==> config.mk <==
export PLATFORM = sky130hd
export DESIGN_NAME = uart_byte_rx
export DESIGN_NICKNAME = d
export VERILOG_FILES = /design/src/rtl/uart_byte_rx.sv
export SDC_FILE = /design/constraint.sdc
export NUM_CORES = 1
export LEC_CHECK = 0
export BUFFER_PORTS_ARGS = -buffer_cell sky130_fd_sc_hd__buf_2
export CAP_MARGIN = 20
export CELL_PAD_IN_SITES_DETAIL_PLACEMENT = 1
export CELL_PAD_IN_SITES_GLOBAL_PLACEMENT = 1
export CORE_MARGIN = 5
export CORE_UTILIZATION = 40
export CTS_CLUSTER_DIAMETER = 120
export DETAILED_ROUTE_END_ITERATION = 8
export PLACE_DENSITY_LB_ADDON = 0.1
export SLEW_MARGIN = 40
export SYNTH_ARGS = -nofsm -noshare
export SYNTH_HDL_FRONTEND = slang
export SYNTH_SLANG_ARGS = --single-unit
==> constraint.sdc <==
create_clock -name clk -period 2.15 [get_ports clk]
set_input_delay 0.215 -clock clk [delete_from_list [all_inputs] [get_ports clk]]
set_output_delay 0.215 -clock clk [all_outputs]
set_load 0.005 [all_outputs]
==> src/rtl/uart_byte_rx.sv <==
// 8N1 UART byte receiver: 2-flop input sync, centre sampling, valid/frame-error strobes and a per-byte LED toggle.
// Optional UART_RX_MAJORITY_EN: 2-of-3 majority vote over the last three rx_s samples at each sample point.
module uart_byte_rx #(
    parameter int CLK_FREQ = 50_000_000,
    parameter int BAUD     = 9600
) (
    input  logic       clk,
    input  logic       rst,
    input  logic       uart_rx,
    output logic [7:0] rx_data,
    output logic       rx_valid,
    output logic       frame_err,
    output logic       busy,
    output logic       led
);
    localparam int BAUD_CNT_MAX = CLK_FREQ / BAUD - 1;
    localparam int HALF_CNT     = (BAUD_CNT_MAX + 1) / 2 - 1;
    localparam int CW           = $clog2(BAUD_CNT_MAX + 1);

    typedef enum logic [1:0] {IDLE, START, DATA, STOP} state_t;

    state_t          state, state_n;
    logic            rx_meta, rx_s, rx_d;
    logic [CW-1:0]   baud_cnt;
    logic [2:0]      bit_cnt;
    logic [7:0]      shift_reg;
    logic            fall, half_hit, full_hit, smp;

    always_ff @(posedge clk or posedge rst) begin
        if (rst) begin
            rx_meta <= 1'b1;
            rx_s    <= 1'b1;
            rx_d    <= 1'b1;
        end else begin
            rx_meta <= uart_rx;
            rx_s    <= rx_meta;
            rx_d    <= rx_s;
        end
    end

    assign fall     = !rx_s && rx_d;
    assign half_hit = (baud_cnt == CW'(HALF_CNT));
    assign full_hit = (baud_cnt == CW'(BAUD_CNT_MAX));

`ifdef UART_RX_MAJORITY_EN
    // hist[0]/hist[1] hold rx_s from counts N-1/N-2 when the decision is made at N.
    logic [1:0] hist;
    always_ff @(posedge clk or posedge rst) begin
        if (rst) hist <= 2'b11;
        else     hist <= {hist[0], rx_s};
    end
    assign smp = (hist[0] & hist[1]) | (hist[0] & rx_s) | (hist[1] & rx_s);
`else
    assign smp = rx_s;
`endif

    always_ff @(posedge clk or posedge rst) begin
        if (rst) state <= IDLE;
        else     state <= state_n;
    end

    always_comb begin
        state_n = state;
        case (state)
            IDLE:  if (fall) state_n = START;
            START: if (half_hit) state_n = smp ? IDLE : DATA;
            DATA:  if (full_hit && bit_cnt == 3'd7) state_n = STOP;
            STOP:  if (full_hit) state_n = IDLE;
            default: state_n = IDLE;
        endcase
    end

    always_ff @(posedge clk or posedge rst) begin
        if (rst) begin
            baud_cnt  <= '0;
            bit_cnt   <= '0;
            shift_reg <= '0;
            rx_data   <= '0;
            rx_valid  <= 1'b0;
            frame_err <= 1'b0;
            busy      <= 1'b0;
            led       <= 1'b1;
        end else begin
            rx_valid  <= 1'b0;
            frame_err <= 1'b0;
            busy      <= (state_n != IDLE);
            case (state)
                IDLE: baud_cnt <= '0;
                START: begin
                    if (half_hit) begin
                        baud_cnt <= '0;
                        bit_cnt  <= '0;
                    end else begin
                        baud_cnt <= baud_cnt + 1'b1;
                    end
                end
                DATA: begin
                    if (full_hit) begin
                        baud_cnt  <= '0;
                        shift_reg <= {smp, shift_reg[7:1]};
                        bit_cnt   <= bit_cnt + 1'b1;
                    end else begin
                        baud_cnt <= baud_cnt + 1'b1;
                    end
                end
                STOP: begin
                    if (full_hit) begin
                        baud_cnt <= '0;
                        // A bad stop bit leaves rx_data and led untouched.
                        if (smp) begin
                            rx_data  <= shift_reg;
                            rx_valid <= 1'b1;
                            led      <= ~led;
                        end else begin
                            frame_err <= 1'b1;
                        end
                    end else begin
                        baud_cnt <= baud_cnt + 1'b1;
                    end
                end
                default: baud_cnt <= '0;
            endcase
        end
    end
endmodule

==> run_results.csv <==
group,metric,value,unit
run_status,status,"completed",
timing,hold_violations,0,
timing,layout_setup_ws,240,ps
pwr,p_per_area,818,nW/um2
cells_and_area,syn_to_final_growth,13.7,%
clock_network,postCtsResizedCells,0,
clock_network,cts_tree,"yes",
global_routing,use_met3,3.43,%
setup_path,rr_worst_depth,5,
synth,seq_area_frac_synth,55.2,%
synth,syn_area,1870,um2
global_routing,grt_antenna_before_repair,0,
global_routing,grt_pass1_vias,1312,
pwr,p_leak,0.000966,uW
global_routing,grt_max_degree,42,
timing,maxClockFrequency,0.524,GHz
floorplan,die-height,78.3,um
setup_path,path_buf_inv,0,
timing,period_needed,1910,ps
pwr,p_clk_share,36.4,%
pwr,switching_share,25.7,%
timing,fin_skew,7.42,ps
pwr,p_sw,446,uW
setup_path,end_kind,"flop",
setup_path,start_kind,"flop",
timing,worst_slew_pin_slew,517,ps
run,drv_cap,0,
clock_network,hold_buffers,0,
pwr,combinationalPowerShare,11.3,%
routing,drtIter0Drc,80,
pwr,vdd_ir_drop_max,0.393,mV
routing,dr.pass1.iters,4,
floorplan,die_x,78.3,um
placed_design,place.gp.congestion,0.807,
global_routing,grt_pass1_wl,6460,um
synth,postSynthNetCount,161,
setup_path,r2r_start,"baud_cnt[0]$_DFF_PP0_",
timing,setup_viol,0,
placed_design,preCtsSetupSlack,250,ps
global_routing,use_met2,20.3,%
setup_path,r2r_slack,240,ps
global_routing,grt-busiest-layer,"met2",
synth,synth_common_cells,"dfrtp_1 (37), nor2_1 (20), mux2_2 (16)",
clock_network,cts_setup_buffers,0,
clock_network,cts_root_buf,"clkbuf_8",
timing,fin_crit_sh,88.8,%
cells_and_area,seqCellArea,1030,um2
floorplan,design.die.area,6130,um2
routing,via_count,1246,
setup_path,worstSetupPathType,"reg -> reg",
cells_and_area,nets,181,
setup_path,worstPathRequired,2330,ps
setup_path,cp_slowest_stage_delay,390,ps
setup_path,cp_top_family,"simple AND/OR/NAND/NOR gates",
clock_network,cts_inserted_buffers,5,
synth,yosysMostFrequentCell,"dfrtp_1",
clock_network,cts.sinks,41,
global_routing,grt-ovfl-total,0,
timing,tns,0,ps
routing,antenna_left,0,
setup_path,worstPathMaxFanout,6,
clock_network,clockBufferDepth,2,
timing,max_slew_margin,65.5,%
floorplan,start_util,42.0,%
timing,drv_slew,0,
synth,synth_ff_type,"dfrtp_1",
floorplan,io_pins,15,
synth,synth.distinct_cells,38,
routing,drc,0,
clock_network,clk_pin_slew,80,ps
floorplan,coreArea,4440,um2
global_routing,grtUsageTotal,13.3,%
pwr,seqPwrFrac,52.3,%
routing,wl_per_cell,16.3,um
cells_and_area,multi_input_area,792,um2
global_routing,use_met1,17.9,%
setup_path,slowest_stage,"dfrtp_1",
worst_hold_path,hold_path.class,"in -> async",
synth,synth_top_area_share,49.6,%
setup_path,crit_start,"baud_cnt[0]$_DFF_PP0_",
cells_and_area,fin_util,47.8,%
setup_path,r2r-end,"busy$_DFF_PP0_",
synth,syn-instance-count,155,
clock_network,clock_latency,290,ps
pwr,internal_power,1290,uW
synth,synth_area_per_cell,12.0,um2
synth,synth_edf_count,0,
synth,synth_top_area_cell,"dfrtp_1",
cells_and_area,largest_register_ffs,13,
placed_design,portBuffers,14,
setup_path,path_cells,"ha_1, nand4bb_1, nor3_1, nand2_1, a221o_1",
synth,synthTopCellsByArea,"dfrtp_1 (50%), mux2_2 (9.7%), dfstp_2 (5.6%)",
placed_design,post-dp-hpwl,2610,um
clock_network,htreeDepth,2,
cells_and_area,diodes,0,
cells_and_area,drive_gt1_share,31.3,%
synth,ys_ff_latch,41,
synth,async_flop_share,100,%
setup_path,worst_ep_arrival_time,2090,ps
routing,via_per_inst,5.46,
synth,synth-warning-count,0,
floorplan,rows,24,
cells_and_area,n_fill_cell,491,
routing,routed_wl,3720,um
timing,rsz0062_at_grt,"false",
==> cell type report <==
class / instances / area share [%]
Multi-Input combinational cell: 104 / 37.3
Inverter: 5 / 0.884
Tap cell: 52 / 3.06
Timing Repair Buffer: 18 / 4.71
Sequential cell: 41 / 48.6
Clock inverter: 1 / 1.41
Clock buffer: 7 / 4.07
==> how the worst max path moves through the flow <==
stage               slack, ps                      to  cells past startpoint
global route               90          busy$_DFF_PP0_                      5
global placement          330          busy$_DFF_PP0_                      5
detailed placement        250          busy$_DFF_PP0_                      5
floorplan                 400  rx_data[0]$_DFFE_PP0P_                      5
finish                    240          busy$_DFF_PP0_                      5
CTS                       250          busy$_DFF_PP0_                      5
==> power by group through the flow <==
stage | combinational [uW] | clock [uW] | sequential (uW)
global route | 218 | 693 | 919
finish | 196 | 633 | 908
global placement | 192 | 0 | 916
detailed placement | 198 | 0 | 924
CTS | 199 | 659 | 908
floorplan | 185 | 0 | 880
==> worst register-to-register path: stages (launching register included) <==
cell and delay [ps]:
dfrtp_1 390, ha_1 300, nand4bb_1 210, nor3_1 380, nand2_1 150, a221o_1 360
==> per-stage QoR <==
stage	hold slack, ps	power (uW)	cell area, um2	std cells
after global placement	320	1110	2010	220
after CTS	13.9	1770	2120	228
after detailed placement	328	1120	2010	220
final	26.9	1740	2120	228
after floorplan	219	1070	1870	155
after global routing	5.78	1830	2120	228
==> per-layer routing <==
metal | up-vias | wire, um
li1 | 592 | -
met1 | 622 | 1790
met2 | 22 | 1730
met3 | 10 | 124
met4 | 0 | 75
met5 | - | 0
==> cells by family after synthesis <==
family,synth area share [%]
flip-flops,55.2
XOR/XNOR,5.63
AO/OA/AOI/OAI,5.96
multiplexers,9.65
buffers and inverters,2.35
AND/OR/NAND/NOR,19.2
adder cells (fa/ha/maj),2.01
==> layout by cell type (no fill, tap or decap), types with 2 or more instances in the layout <==
cell type	count
nand4_1	3
o31ai_1	2
nor4_1	4
inv_1	5
nand2_1	6
ha_1	3
nor3_1	3
nor2b_1	2
clkbuf_8	6
buf_4	4
dfstp_2	4
o211ai_2	2
dfrtp_1	37
nor2_1	20
and4bb_2	3
buf_2	14
nand3_1	7
mux2_2	16
o21ai_1	2
xor2_1	3
nand4bb_1	3
xnor2_1	9
Power figures use the tool's default switching activity.
